===== config.mk =====
export PLATFORM = sky130hd
export DESIGN_NAME = id_ex_decode_flat
export DESIGN_NICKNAME = d
export VERILOG_FILES = /design/src/rtl/rv_pkg.sv /design/src/rtl/id_ex_decode_if.sv /design/src/rtl/rv_imm_gen.sv /design/src/rtl/id_ex_decode.sv /design/src/flat_wrapper.sv
export SDC_FILE = /design/constraint.sdc
export NUM_CORES = 1
export LEC_CHECK = 0
export CORE_ASPECT_RATIO = 1.5
export CORE_UTILIZATION = 35
export DETAILED_ROUTE_END_ITERATION = 10
export PLACE_DENSITY = 0.69
export SYNTH_ARGS = -nofsm -noshare
export SYNTH_HDL_FRONTEND = slang
export SYNTH_SLANG_ARGS = --single-unit
export TNS_END_PERCENT = 50

===== constraint.sdc =====
create_clock -name clk -period 3.7 [get_ports clk]
set_clock_uncertainty 0.15 [all_clocks]
set_input_delay 0.74 -clock clk [delete_from_list [all_inputs] [get_ports clk]]
set_output_delay 0.74 -clock clk [all_outputs]
set_load 0.05 [all_outputs]

===== src/rtl/rv_pkg.sv =====
// RV32I opcode/funct3 constants and an encoding-legality helper shared by the ID stage.
package rv_pkg;

   localparam int RV_XLEN = 32;

   localparam logic [6:0] OPC_LUI    = 7'b0110111;
   localparam logic [6:0] OPC_AUIPC  = 7'b0010111;
   localparam logic [6:0] OPC_JAL    = 7'b1101111;
   localparam logic [6:0] OPC_JALR   = 7'b1100111;
   localparam logic [6:0] OPC_BRANCH = 7'b1100011;
   localparam logic [6:0] OPC_LOAD   = 7'b0000011;
   localparam logic [6:0] OPC_STORE  = 7'b0100011;
   localparam logic [6:0] OPC_OP_IMM = 7'b0010011;
   localparam logic [6:0] OPC_OP     = 7'b0110011;

   localparam logic [2:0] F3_ADD  = 3'b000;
   localparam logic [2:0] F3_SLL  = 3'b001;
   localparam logic [2:0] F3_SLT  = 3'b010;
   localparam logic [2:0] F3_SLTU = 3'b011;
   localparam logic [2:0] F3_XOR  = 3'b100;
   localparam logic [2:0] F3_SRL  = 3'b101;
   localparam logic [2:0] F3_OR   = 3'b110;
   localparam logic [2:0] F3_AND  = 3'b111;

   localparam logic [6:0] F7_BASE = 7'b0000000;
   localparam logic [6:0] F7_ALT  = 7'b0100000;

   // funct3/funct7 legality for the supported subset; opcode validity comes from the imm generator
   function automatic logic rv_fields_legal(input logic [31:0] inst);
      logic [6:0] opc;
      logic [2:0] f3;
      logic [6:0] f7;
      opc = inst[6:0];
      f3  = inst[14:12];
      f7  = inst[31:25];
      case (opc)
         OPC_LUI, OPC_AUIPC, OPC_JAL: rv_fields_legal = 1'b1;
         OPC_JALR:   rv_fields_legal = (f3 == F3_ADD);
         OPC_BRANCH: rv_fields_legal = (f3 != 3'b010) && (f3 != 3'b011);
         OPC_LOAD:   rv_fields_legal = (f3 == 3'b000) || (f3 == 3'b001) || (f3 == 3'b010)
                                    || (f3 == 3'b100) || (f3 == 3'b101);
         OPC_STORE:  rv_fields_legal = (f3 == 3'b000) || (f3 == 3'b001) || (f3 == 3'b010);
         OPC_OP_IMM: begin
            if (f3 == F3_SLL)      rv_fields_legal = (f7 == F7_BASE);
            else if (f3 == F3_SRL) rv_fields_legal = (f7 == F7_BASE) || (f7 == F7_ALT);
            else                   rv_fields_legal = 1'b1;
         end
         OPC_OP: rv_fields_legal = (f7 == F7_BASE)
                                || ((f7 == F7_ALT) && ((f3 == F3_ADD) || (f3 == F3_SRL)));
         default: rv_fields_legal = 1'b0;
      endcase
   endfunction

endpackage


===== src/rtl/id_ex_decode_if.sv =====
// ID/EX register bundle toward EX; master = decode stage, slave = EX stage.
interface id_ex_decode_if #(
   parameter int XLEN   = 32,
   parameter int REG_AW = 5
);
   logic              ex_ready_i;
   logic              ex_valid_o;
   logic [XLEN-1:0]   ex_pc_o;
   logic [6:0]        ex_aluop_o;
   logic [2:0]        ex_alusel_o;
   logic              ex_sub_sra_o;
   logic [XLEN-1:0]   ex_reg1_o;
   logic [XLEN-1:0]   ex_reg2_o;
   logic [XLEN-1:0]   ex_imm_o;
   logic [REG_AW-1:0] ex_wd_o;
   logic              ex_wreg_o;
   logic              ex_is_load_o;
   logic              ex_mem_we_o;

   modport master (
      input  ex_ready_i,
      output ex_valid_o, ex_pc_o, ex_aluop_o, ex_alusel_o, ex_sub_sra_o,
             ex_reg1_o, ex_reg2_o, ex_imm_o, ex_wd_o, ex_wreg_o,
             ex_is_load_o, ex_mem_we_o
   );

   modport slave (
      output ex_ready_i,
      input  ex_valid_o, ex_pc_o, ex_aluop_o, ex_alusel_o, ex_sub_sra_o,
             ex_reg1_o, ex_reg2_o, ex_imm_o, ex_wd_o, ex_wreg_o,
             ex_is_load_o, ex_mem_we_o
   );
endinterface


===== src/rtl/rv_imm_gen.sv =====
// Combinational RV32I immediate generator; o_fmt_valid flags opcodes with a known format.
module rv_imm_gen
   import rv_pkg::*;
#(
   parameter int XLEN = 32
) (
   input  logic [31:0]     i_inst,
   output logic [XLEN-1:0] o_imm,
   output logic            o_fmt_valid
);

   logic signed [31:0] w_imm32;

   always_comb begin
      w_imm32     = '0;
      o_fmt_valid = 1'b1;
      case (i_inst[6:0])
         OPC_OP_IMM, OPC_LOAD, OPC_JALR:
            w_imm32 = {{20{i_inst[31]}}, i_inst[31:20]};
         OPC_STORE:
            w_imm32 = {{20{i_inst[31]}}, i_inst[31:25], i_inst[11:7]};
         OPC_BRANCH:
            w_imm32 = {{19{i_inst[31]}}, i_inst[31], i_inst[7], i_inst[30:25], i_inst[11:8], 1'b0};
         OPC_LUI, OPC_AUIPC:
            w_imm32 = {i_inst[31:12], 12'b0};
         OPC_JAL:
            w_imm32 = {{11{i_inst[31]}}, i_inst[31], i_inst[19:12], i_inst[20], i_inst[30:21], 1'b0};
         OPC_OP:
            w_imm32 = '0;
         default:
            o_fmt_valid = 1'b0;
      endcase
   end

   assign o_imm = XLEN'(w_imm32);

endmodule


===== src/rtl/id_ex_decode.sv =====
// RV32I decoder fused with the ID/EX register: priority forwarding, load-use interlock,
// valid/ready backpressure and flush. EX sees registered values only.
module id_ex_decode
   import rv_pkg::*;
#(
   parameter int XLEN    = 32,
   parameter int NUM_FWD = 2,
   parameter int REG_AW  = 5
) (
   input  logic                      clk,
   input  logic                      rst_n,
   input  logic [XLEN-1:0]           pc_i,
   input  logic [31:0]               inst_i,
   input  logic                      inst_valid_i,
   output logic                      id_ready_o,
   output logic                      reg1_read_o,
   output logic                      reg2_read_o,
   output logic [REG_AW-1:0]         reg1_addr_o,
   output logic [REG_AW-1:0]         reg2_addr_o,
   input  logic [XLEN-1:0]           reg1_data_i,
   input  logic [XLEN-1:0]           reg2_data_i,
   input  logic [NUM_FWD-1:0]        fwd_wreg_i,
   input  logic [NUM_FWD*REG_AW-1:0] fwd_wd_i,
   input  logic [NUM_FWD*XLEN-1:0]   fwd_wdata_i,
   input  logic                      flush_i,
   output logic                      illegal_o,
   id_ex_decode_if.master            ex_if
);

   logic [6:0]        w_opc;
   logic [2:0]        w_f3;
   logic [REG_AW-1:0] w_rs1, w_rs2, w_rd;
   logic              w_rd1, w_rd2, w_wreg, w_is_load, w_mem_we, w_sub_sra;
   logic [XLEN-1:0]   w_imm;
   logic              w_fmt_valid, w_legal;
   logic [XLEN-1:0]   w_op1, w_op2;
   logic              w_hazard, w_ready, w_accept;

   logic              r_valid, r_sub_sra, r_wreg, r_is_load, r_mem_we, r_illegal;
   logic [XLEN-1:0]   r_pc, r_reg1, r_reg2, r_imm;
   logic [6:0]        r_aluop;
   logic [2:0]        r_alusel;
   logic [REG_AW-1:0] r_wd;

   assign w_opc = inst_i[6:0];
   assign w_f3  = inst_i[14:12];
   assign w_rs1 = inst_i[15 +: REG_AW];
   assign w_rs2 = inst_i[20 +: REG_AW];
   assign w_rd  = inst_i[7 +: REG_AW];

   rv_imm_gen #(.XLEN(XLEN)) u_imm_gen (
      .i_inst      (inst_i),
      .o_imm       (w_imm),
      .o_fmt_valid (w_fmt_valid)
   );

   assign w_legal = w_fmt_valid & rv_fields_legal(inst_i);

   always_comb begin
      w_rd1     = 1'b0;
      w_rd2     = 1'b0;
      w_is_load = 1'b0;
      w_mem_we  = 1'b0;
      w_sub_sra = 1'b0;
      case (w_opc)
         OPC_JALR, OPC_LOAD: w_rd1 = 1'b1;
         OPC_BRANCH, OPC_STORE: begin
            w_rd1 = 1'b1;
            w_rd2 = 1'b1;
         end
         OPC_OP_IMM: begin
            w_rd1     = 1'b1;
            w_sub_sra = (w_f3 == F3_SRL) & inst_i[30];
         end
         OPC_OP: begin
            w_rd1     = 1'b1;
            w_rd2     = 1'b1;
            w_sub_sra = inst_i[30];
         end
         default: ;
      endcase
      w_is_load = (w_opc == OPC_LOAD);
      w_mem_we  = (w_opc == OPC_STORE);
      w_rd1     = w_rd1 & inst_valid_i;
      w_rd2     = w_rd2 & inst_valid_i;
   end

   assign w_wreg = (w_opc != OPC_BRANCH) && (w_opc != OPC_STORE) && (w_rd != '0);

   // Forwarding chain built from the oldest source up, so index 0 (youngest) overrides all others
   logic [XLEN-1:0] w_chain1 [NUM_FWD+1];
   logic [XLEN-1:0] w_chain2 [NUM_FWD+1];

   assign w_chain1[NUM_FWD] = reg1_data_i;
   assign w_chain2[NUM_FWD] = reg2_data_i;

   for (genvar k = 0; k < NUM_FWD; k++) begin : g_fwd
      assign w_chain1[k] = (fwd_wreg_i[k] && (fwd_wd_i[k*REG_AW +: REG_AW] == w_rs1))
                           ? fwd_wdata_i[k*XLEN +: XLEN] : w_chain1[k+1];
      assign w_chain2[k] = (fwd_wreg_i[k] && (fwd_wd_i[k*REG_AW +: REG_AW] == w_rs2))
                           ? fwd_wdata_i[k*XLEN +: XLEN] : w_chain2[k+1];
   end

   assign w_op1 = (w_rd1 && (w_rs1 != '0)) ? w_chain1[0] : '0;
   assign w_op2 = (w_rd2 && (w_rs2 != '0)) ? w_chain2[0] : '0;

   assign w_hazard = r_valid & r_is_load & (r_wd != '0)
                   & ((w_rd1 & (w_rs1 == r_wd)) | (w_rd2 & (w_rs2 == r_wd)));

   assign w_ready  = flush_i | (ex_if.ex_ready_i & ~w_hazard);
   assign w_accept = inst_valid_i & w_ready & ex_if.ex_ready_i & ~flush_i;

   assign id_ready_o  = rst_n & w_ready;
   assign reg1_read_o = rst_n & w_rd1;
   assign reg2_read_o = rst_n & w_rd2;
   assign reg1_addr_o = rst_n ? w_rs1 : '0;
   assign reg2_addr_o = rst_n ? w_rs2 : '0;

   always_ff @(posedge clk or negedge rst_n) begin
      if (!rst_n) begin
         r_valid   <= 1'b0;
         r_pc      <= '0;
         r_aluop   <= '0;
         r_alusel  <= '0;
         r_sub_sra <= 1'b0;
         r_reg1    <= '0;
         r_reg2    <= '0;
         r_imm     <= '0;
         r_wd      <= '0;
         r_wreg    <= 1'b0;
         r_is_load <= 1'b0;
         r_mem_we  <= 1'b0;
         r_illegal <= 1'b0;
      end else begin
         r_illegal <= 1'b0;
         if (flush_i) begin
            r_valid   <= 1'b0;
            r_wreg    <= 1'b0;
            r_is_load <= 1'b0;
            r_mem_we  <= 1'b0;
         end else if (ex_if.ex_ready_i) begin
            if (w_accept && w_legal) begin
               r_valid   <= 1'b1;
               r_pc      <= pc_i;
               r_aluop   <= w_opc;
               r_alusel  <= w_f3;
               r_sub_sra <= w_sub_sra;
               r_reg1    <= w_op1;
               r_reg2    <= w_op2;
               r_imm     <= w_imm;
               r_wd      <= w_rd;
               r_wreg    <= w_wreg;
               r_is_load <= w_is_load;
               r_mem_we  <= w_mem_we;
            end else begin
               // bubble: load-use stall, illegal encoding or nothing offered
               r_valid   <= 1'b0;
               r_wreg    <= 1'b0;
               r_is_load <= 1'b0;
               r_mem_we  <= 1'b0;
               r_illegal <= w_accept;
            end
         end
      end
   end

   assign ex_if.ex_valid_o   = r_valid;
   assign ex_if.ex_pc_o      = r_pc;
   assign ex_if.ex_aluop_o   = r_aluop;
   assign ex_if.ex_alusel_o  = r_alusel;
   assign ex_if.ex_sub_sra_o = r_sub_sra;
   assign ex_if.ex_reg1_o    = r_reg1;
   assign ex_if.ex_reg2_o    = r_reg2;
   assign ex_if.ex_imm_o     = r_imm;
   assign ex_if.ex_wd_o      = r_wd;
   assign ex_if.ex_wreg_o    = r_wreg;
   assign ex_if.ex_is_load_o = r_is_load;
   assign ex_if.ex_mem_we_o  = r_mem_we;
   assign illegal_o          = r_illegal;

endmodule

===== src/flat_wrapper.sv =====
// flat-port wrapper written by rule: the top's interface ports become plain ports
module id_ex_decode_flat import rv_pkg::*;
#(
   parameter int XLEN    = 32,
   parameter int NUM_FWD = 2,
   parameter int REG_AW  = 5
)
  (clk, rst_n, pc_i, inst_i, inst_valid_i, id_ready_o, reg1_read_o, reg2_read_o, reg1_addr_o, reg2_addr_o, reg1_data_i, reg2_data_i, fwd_wreg_i, fwd_wd_i, fwd_wdata_i, flush_i, illegal_o, ex_if_ex_ready_i, ex_if_ex_valid_o, ex_if_ex_pc_o, ex_if_ex_aluop_o, ex_if_ex_alusel_o, ex_if_ex_sub_sra_o, ex_if_ex_reg1_o, ex_if_ex_reg2_o, ex_if_ex_imm_o, ex_if_ex_wd_o, ex_if_ex_wreg_o, ex_if_ex_is_load_o, ex_if_ex_mem_we_o);
  id_ex_decode_if #(.XLEN(XLEN), .REG_AW(REG_AW)) ex_if_i ();
  input  logic clk;
  input  logic rst_n;
  input  logic [XLEN-1:0] pc_i;
  input  logic [31:0] inst_i;
  input  logic inst_valid_i;
  output logic id_ready_o;
  output logic reg1_read_o;
  output logic reg2_read_o;
  output logic [REG_AW-1:0] reg1_addr_o;
  output logic [REG_AW-1:0] reg2_addr_o;
  input  logic [XLEN-1:0] reg1_data_i;
  input  logic [XLEN-1:0] reg2_data_i;
  input  logic [NUM_FWD-1:0] fwd_wreg_i;
  input  logic [NUM_FWD*REG_AW-1:0] fwd_wd_i;
  input  logic [NUM_FWD*XLEN-1:0] fwd_wdata_i;
  input  logic flush_i;
  output logic illegal_o;
  input wire logic [$bits(ex_if_i.ex_ready_i)-1:0] ex_if_ex_ready_i;
  output wire logic [$bits(ex_if_i.ex_valid_o)-1:0] ex_if_ex_valid_o;
  output wire logic [$bits(ex_if_i.ex_pc_o)-1:0] ex_if_ex_pc_o;
  output wire logic [$bits(ex_if_i.ex_aluop_o)-1:0] ex_if_ex_aluop_o;
  output wire logic [$bits(ex_if_i.ex_alusel_o)-1:0] ex_if_ex_alusel_o;
  output wire logic [$bits(ex_if_i.ex_sub_sra_o)-1:0] ex_if_ex_sub_sra_o;
  output wire logic [$bits(ex_if_i.ex_reg1_o)-1:0] ex_if_ex_reg1_o;
  output wire logic [$bits(ex_if_i.ex_reg2_o)-1:0] ex_if_ex_reg2_o;
  output wire logic [$bits(ex_if_i.ex_imm_o)-1:0] ex_if_ex_imm_o;
  output wire logic [$bits(ex_if_i.ex_wd_o)-1:0] ex_if_ex_wd_o;
  output wire logic [$bits(ex_if_i.ex_wreg_o)-1:0] ex_if_ex_wreg_o;
  output wire logic [$bits(ex_if_i.ex_is_load_o)-1:0] ex_if_ex_is_load_o;
  output wire logic [$bits(ex_if_i.ex_mem_we_o)-1:0] ex_if_ex_mem_we_o;
  assign ex_if_i.ex_ready_i = ex_if_ex_ready_i;
  assign ex_if_ex_valid_o = ex_if_i.ex_valid_o;
  assign ex_if_ex_pc_o = ex_if_i.ex_pc_o;
  assign ex_if_ex_aluop_o = ex_if_i.ex_aluop_o;
  assign ex_if_ex_alusel_o = ex_if_i.ex_alusel_o;
  assign ex_if_ex_sub_sra_o = ex_if_i.ex_sub_sra_o;
  assign ex_if_ex_reg1_o = ex_if_i.ex_reg1_o;
  assign ex_if_ex_reg2_o = ex_if_i.ex_reg2_o;
  assign ex_if_ex_imm_o = ex_if_i.ex_imm_o;
  assign ex_if_ex_wd_o = ex_if_i.ex_wd_o;
  assign ex_if_ex_wreg_o = ex_if_i.ex_wreg_o;
  assign ex_if_ex_is_load_o = ex_if_i.ex_is_load_o;
  assign ex_if_ex_mem_we_o = ex_if_i.ex_mem_we_o;
  id_ex_decode #(.XLEN(XLEN), .NUM_FWD(NUM_FWD), .REG_AW(REG_AW)) u_core (.clk(clk), .rst_n(rst_n), .pc_i(pc_i), .inst_i(inst_i), .inst_valid_i(inst_valid_i), .id_ready_o(id_ready_o), .reg1_read_o(reg1_read_o), .reg2_read_o(reg2_read_o), .reg1_addr_o(reg1_addr_o), .reg2_addr_o(reg2_addr_o), .reg1_data_i(reg1_data_i), .reg2_data_i(reg2_data_i), .fwd_wreg_i(fwd_wreg_i), .fwd_wd_i(fwd_wd_i), .fwd_wdata_i(fwd_wdata_i), .flush_i(flush_i), .illegal_o(illegal_o), .ex_if(ex_if_i));
endmodule

---- Word-level counts from Yosys, hierarchy flattened ----
Index checks and enable logic that the tools add are counted.
operators by class
  bitwise logic cells ..................... 20
  mux-type cells .......................... 31
  equal/unequal tests ..................... 24
  reduce and logical (&&, ||, !) cells .... 32
operators with widths
  operator                                                                  number
  32-bit two-way mux                                                        6
  32-bit case mux with 5 select lines                                       1
  5-bit == test                                                             6
  7-bit by 6-bit == test with 1-bit output (second input constant)          4
  7-bit == test (second input constant)                                     3
  1-bit two-way mux                                                         20
  5-bit nonzero test                                                        4
  1-bit AND                                                                 16
  7-bit by 5-bit == test with 1-bit output (second input constant)          2
  1-bit logical AND                                                         11
  5-bit two-way mux                                                         2
  3-bit OR reduction                                                        3
  9-bit OR reduction                                                        1
  7-bit by 2-bit == test with 1-bit output (second input constant)          1
  7-bit zero test                                                           1
  1-bit logical OR                                                          7
  7-bit by 6-bit inequality test with 1-bit output (second input constant)  1
  7-bit inequality test (second input constant)                             1
  1-bit case mux with 7 select lines                                        1
  3-bit == test (second input constant)                                     2
  3-bit by 2-bit inequality test with 1-bit output (second input constant)  2
  6-bit OR reduction                                                        1
  3-bit by 1-bit == test with 1-bit output (second input constant)          1
  3-bit by 2-bit == test with 1-bit output (second input constant)          1
  7 further kinds                                                           9
storage, ports and cells
  word-level logic and storage cells ...... 120
  register bits after elaboration ......... 149
  output and inout port bits .............. 162
  input port bits ......................... 209

---- Longest topological paths before layout ----
  word-level depth ........................ 17
  gate-level depth with buffers ........... 10
  depth with buffers taken out ............ 6

---- Cells and area by module ----
From an unflattened synthesis, not the netlist that was laid out.
second synthesis, totals
  cells, all modules ...................... 712
  area, all modules ....................... 8650.8 µm²
modules (own cells, without submodules)
  module        seq. area each (µm²)  times used  cells an instance  area an instance (µm²)
  id_ex_decode  3728.6                1           647                8181.6
  rv_imm_gen    0.0                   1           65                 469.2

---- Least setup slack after synthesis ----
Ideal clock, no wire load.
  path type ............................... input port to output port
  start point ............................. input port inst_i[6]
  end point ............................... output port id_ready_o
  path slack .............................. 0.407 ns
  data required time ...................... 2.810 ns
  arrival ................................. 2.403 ns
  path buffers ............................ 1
  stages .................................. 6
  cell sequence ........................... clkbuf_1 and3b_1 o211a_1 a41oi_2 a21oi_1 nor2b_1
on the way
  longest elaborated chain between the ends .. 11
  elaborated cells between the ends (all ways) .. 20
  those cells by class .................... eq/ne: 6; mux: 2; bitwise: 10; reduce/logical: 2
ends and longest elaborated chain
  what                                                                              line                                    source
  start: declaration                                                                flat_wrapper.sv:13                      input logic [31:0] inst_i;
  7-bit == test (tied with other cells)                                             id_ex_decode.sv:65                      case (w_opc)
  6-bit OR reduction (no source line) / 3-bit OR reduction (equally long branches)  -
  1-bit two-way mux                                                                 id_ex_decode.sv:65
  1-bit AND, on equally long branches                                               id_ex_decode.sv:84, id_ex_decode.sv:85
  1-bit AND                                                                         id_ex_decode.sv:108                     & ((w_rd1 & (w_rs1 == r_wd)) | (w_rd2 & (w_rs2 == r_wd)));
  1-bit OR (*)                                                                      id_ex_decode.sv:108
  1-bit AND (*)                                                                     id_ex_decode.sv:108
  1-bit inverter (*)                                                                id_ex_decode.sv:110                     assign w_ready = flush_i | (ex_if.ex_ready_i & ~w_hazard);
  1-bit AND (*)                                                                     id_ex_decode.sv:110
  1-bit OR (*)                                                                      id_ex_decode.sv:110
  1-bit AND (*)                                                                     id_ex_decode.sv:113                     assign id_ready_o = rst_n & w_ready;
  end: declaration                                                                  flat_wrapper.sv:15                      output logic id_ready_o;
Mark *: on every way between the ends. The rest lies on a longest branch, timed or not.

---- Worst setup path in the final report ----
  start point ............................. input port inst_i[3]
  end point ............................... output port id_ready_o
Same word-level chain as after synthesis.

==> impl_metrics.json <==
{
  "status": "completed",
  "grtUsageMet2": 0.4442,
  "avgRoutedWirePerCell_um": 19.61,
  "synth_seq_area_share": 0.4536,
  "synthFlopType": "dfrtp_1",
  "yosys.area_share.simple": 0.08204,
  "finalHoldViolations": 0,
  "first_global_vias": 7711,
  "synth.avg_cell_area_um2": 11.21,
  "pin_count": 371,
  "maxCapViolCount": 0,
  "numClockSinks": 149,
  "gp_congestion": 0.9004,
  "drt_first_pass_iters": 5,
  "cts_tree": "built",
  "crit_required_ns": 2.81,
  "grt_first_pass_wirelength_mm": 42.86,
  "htree_levels": 4,
  "rsz0062_at_grt": "no",
  "dp_hpwl_mm": 21.11,
  "cts-resized-gates": 0,
  "synthAdderAreaFrac": 0,
  "cts.path.max_buffers": 2,
  "synth_compound_area_frac": 0.1152,
  "grt.total_usage": 0.2359,
  "finalCritPeriodShare": 0.9446,
  "period_needed_ns": 3.495,
  "initial_core_util": 0.3565,
  "synthCells": 733,
  "syn_nets": 942,
  "multi_input_area_um2": 4059,
  "numCtsBuffers": 17,
  "setup_tns_ns": 0,
  "cts_hold_buf": 0,
  "n_antenna_cell": 0,
  "vias": 7235,
  "peakVddDrop_mv": 0.3048,
  "crit_slowest_cell": "clkdlybuf4s50_1",
  "port_buffers": 370,
  "final-setup-viol-count": 0,
  "dp.cells": 1397,
  "cp_max_fo": 6,
  "use_met3": 0.06074,
  "synth_area_um2": 8220,
  "crit_chain": "clkdlybuf4s50_1, nand4bb_1, a211oi_2, nand4_1, a21oi_1, nor2b_1, buf_4",
  "synth_warnings": 0,
  "fmax_mhz": 286.1,
  "clkTransAtPathRegs_ns": 0.06,
  "area_delta_synth_final_pct": 57.87,
  "routed_wl_mm": 28.00,
  "synth-seq-cells": 149,
  "regArea_um2": 3729,
  "synth.distinct_cells": 51,
  "synth_edf_count": 0,
  "cpPeakStageDelay_ns": 0.51,
  "overflow": 0,
  "rows": 68,
  "async_flop_share": 1.000,
  "max-slew-margin-rel": 0.4115,
  "holdCritPathClass": "input port to asynchronous set/reset pin",
  "fill_cells": 2033,
  "fin_util": 0.5628,
  "remaining_drc_errors": 0,
  "layout-drive-gt1-share": 0.1249,
  "endpoint_kind": "output port",
  "fin_nets": 1310,
  "synthMuxAreaShare": 0.2586,
  "cts-root-buf": "clkbuf_16",
  "worstMarginPinSlew_ns": 0.8827,
  "antenna_found_initial": 1,
  "chipHeight_um": 189.7,
  "drv_slew": 0,
  "powerDensity_nw_per_um2": 367.0,
  "crit_type": "input port to output port",
  "p_leak_nw": 5.602,
  "grt_max_degree": 68,
  "grt_use_met1": 0.2460,
  "drt_iter0_markers": 344,
  "fp.dieW_um": 127.1,
  "cp.arrival_ns": 2.60,
  "synth-xor-area-share": 0.03303,
  "fin_cells": 1428,
  "synth_top_family_by_area": "multiplexers",
  "grt_busiest_layer": "met2",
  "start_kind": "input port",
  "viasPerCell": 5.067,
  "cts_setup_buffers": 0,
  "antenna_left": 0,
  "worstSkewPairLatency_ns": 0.42,
  "core-area_um2": 23060,
  "die-area_um2": 24120
}
[cell type report]
| class | instances | area share |
|---|---|---|
| Tap cell | 315 | 0.03037 |
| Timing Repair Buffer | 411 | 0.3192 |
| Clock buffer | 22 | 0.03500 |
| Sequential cell | 149 | 0.2873 |
| Clock inverter | 9 | 0.008099 |
| Inverter | 25 | 0.007231 |
| Multi-Input combinational cell | 497 | 0.3128 |
[registers in the layout (all words and copies together), names as in the netlist]
signal	count
u_core.ex_if.ex_wd_o	5
u_core.ex_if.ex_valid_o	1
u_core.ex_if.ex_imm_o	32
u_core.ex_if.ex_reg2_o	32
u_core.ex_if.ex_reg1_o	32
u_core.ex_if.ex_mem_we_o	1
u_core.ex_if.ex_pc_o	32
u_core.illegal_o	1
u_core.ex_if.ex_sub_sra_o	1
u_core.ex_if.ex_alusel_o	3
u_core.ex_if.ex_aluop_o	7
u_core.ex_if.ex_wreg_o	1
u_core.ex_if.ex_is_load_o	1
[kinds of logic (layout without fill, tap and decap cells)]
| group | count (synthesis) | count (layout) |
|---|---|---|
| XOR/XNOR | 31 | 31 |
| AND/OR/NAND/NOR | 134 | 134 |
| AO/OA/AOI/OAI | 134 | 134 |
| buffers and inverters | 87 | 467 |
| multiplexers | 198 | 198 |
| flip-flops | 149 | 149 |
[worst max-delay path: cells and delay by family]
family                 cells  cell delay (ns)
buffers and inverters      2             0.70
and+or+nand+nor            3             0.62
AOI/OAI and AO/OA          2             0.56
[cell usage in the layout (no fill, tap or decap), types with 17 or more instances in the layout]
cell,instances
a21oi_1,22
clkdlybuf4s50_1,356
mux2_1,75
xor2_1,27
nor2_1,70
inv_1,25
a211oi_1,64
clkbuf_16,17
buf_4,41
dfrtp_1,149
mux2_2,40
mux2i_1,83
[through the flow]
stage,instance area [um^2],hold WS (ns),setup WS (ns),power (mW)
floorplan,8220,0.2944,0.4074,2.487
global placement,12410,0.3018,0.1632,3.099
detailed placement,12410,0.3040,0.1454,3.114
CTS,12970,0.05165,0.1320,4.815
global route,12980,0.06364,0.08207,4.943
finish,12980,0.06809,0.2051,4.762
[power by group]
group	switching, mW	internal [mW]	leakage, nW
clock	0.680	1.00	0.274
sequential	0.0718	1.75	1.98
combinational	0.736	0.526	3.34
total	1.49	3.27	5.60
[cells in the mapped netlist, drive strengths merged (5+ instances only)]
cell,instances,area share
clkbuf,39,0.018
nand2,9,0.0041
mux2,115,0.16
o21ai,17,0.010
a22o,7,0.0075
nand3,5,0.0030
and2,14,0.011
inv,25,0.011
mux2i,83,0.10
a21oi,23,0.014
a211oi,65,0.059
dfrtp,149,0.45
buf,23,0.028
xor2,27,0.029
o31ai,8,0.0073
nor2,71,0.034
nor3,7,0.0043
[routing by layer]
| metal | vias to the layer above | wire, um | part of all wire |
|---|---|---|---|
| met5 | - | 0 | 0 |
| met1 | 3517 | 10310 | 0.37 |
| met4 | 0 | 866 | 0.031 |
| li1 | 3367 | - | - |
| met3 | 46 | 1822 | 0.065 |
| met2 | 305 | 15000 | 0.54 |
[path summary, 6_finish.rpt]
| kind | start | to | slack [ns] | cells past startpoint |
|---|---|---|---|---|
| max | inst_i[3] | id_ready_o | 0.21 | 7 |
| min | rst_n | u_core.ex_if.ex_imm_o[7] | 0.07 | 1 |
| max reg2reg | u_core.ex_if.ex_wd_o[1] | u_core.ex_if.ex_pc_o[26] | 0.87 | 8 |
| min reg2reg | u_core.ex_if.ex_aluop_o[0] | u_core.ex_if.ex_aluop_o[0] | 0.32 | 1 |
| max in group asynchronous | rst_n | u_core.ex_if.ex_reg1_o[1] | 2.10 | 2 |
| min in group clk | u_core.ex_if.ex_aluop_o[0] | u_core.ex_if.ex_aluop_o[0] | 0.32 | 1 |
No activity file was read; power rests on OpenSTA's default activity.
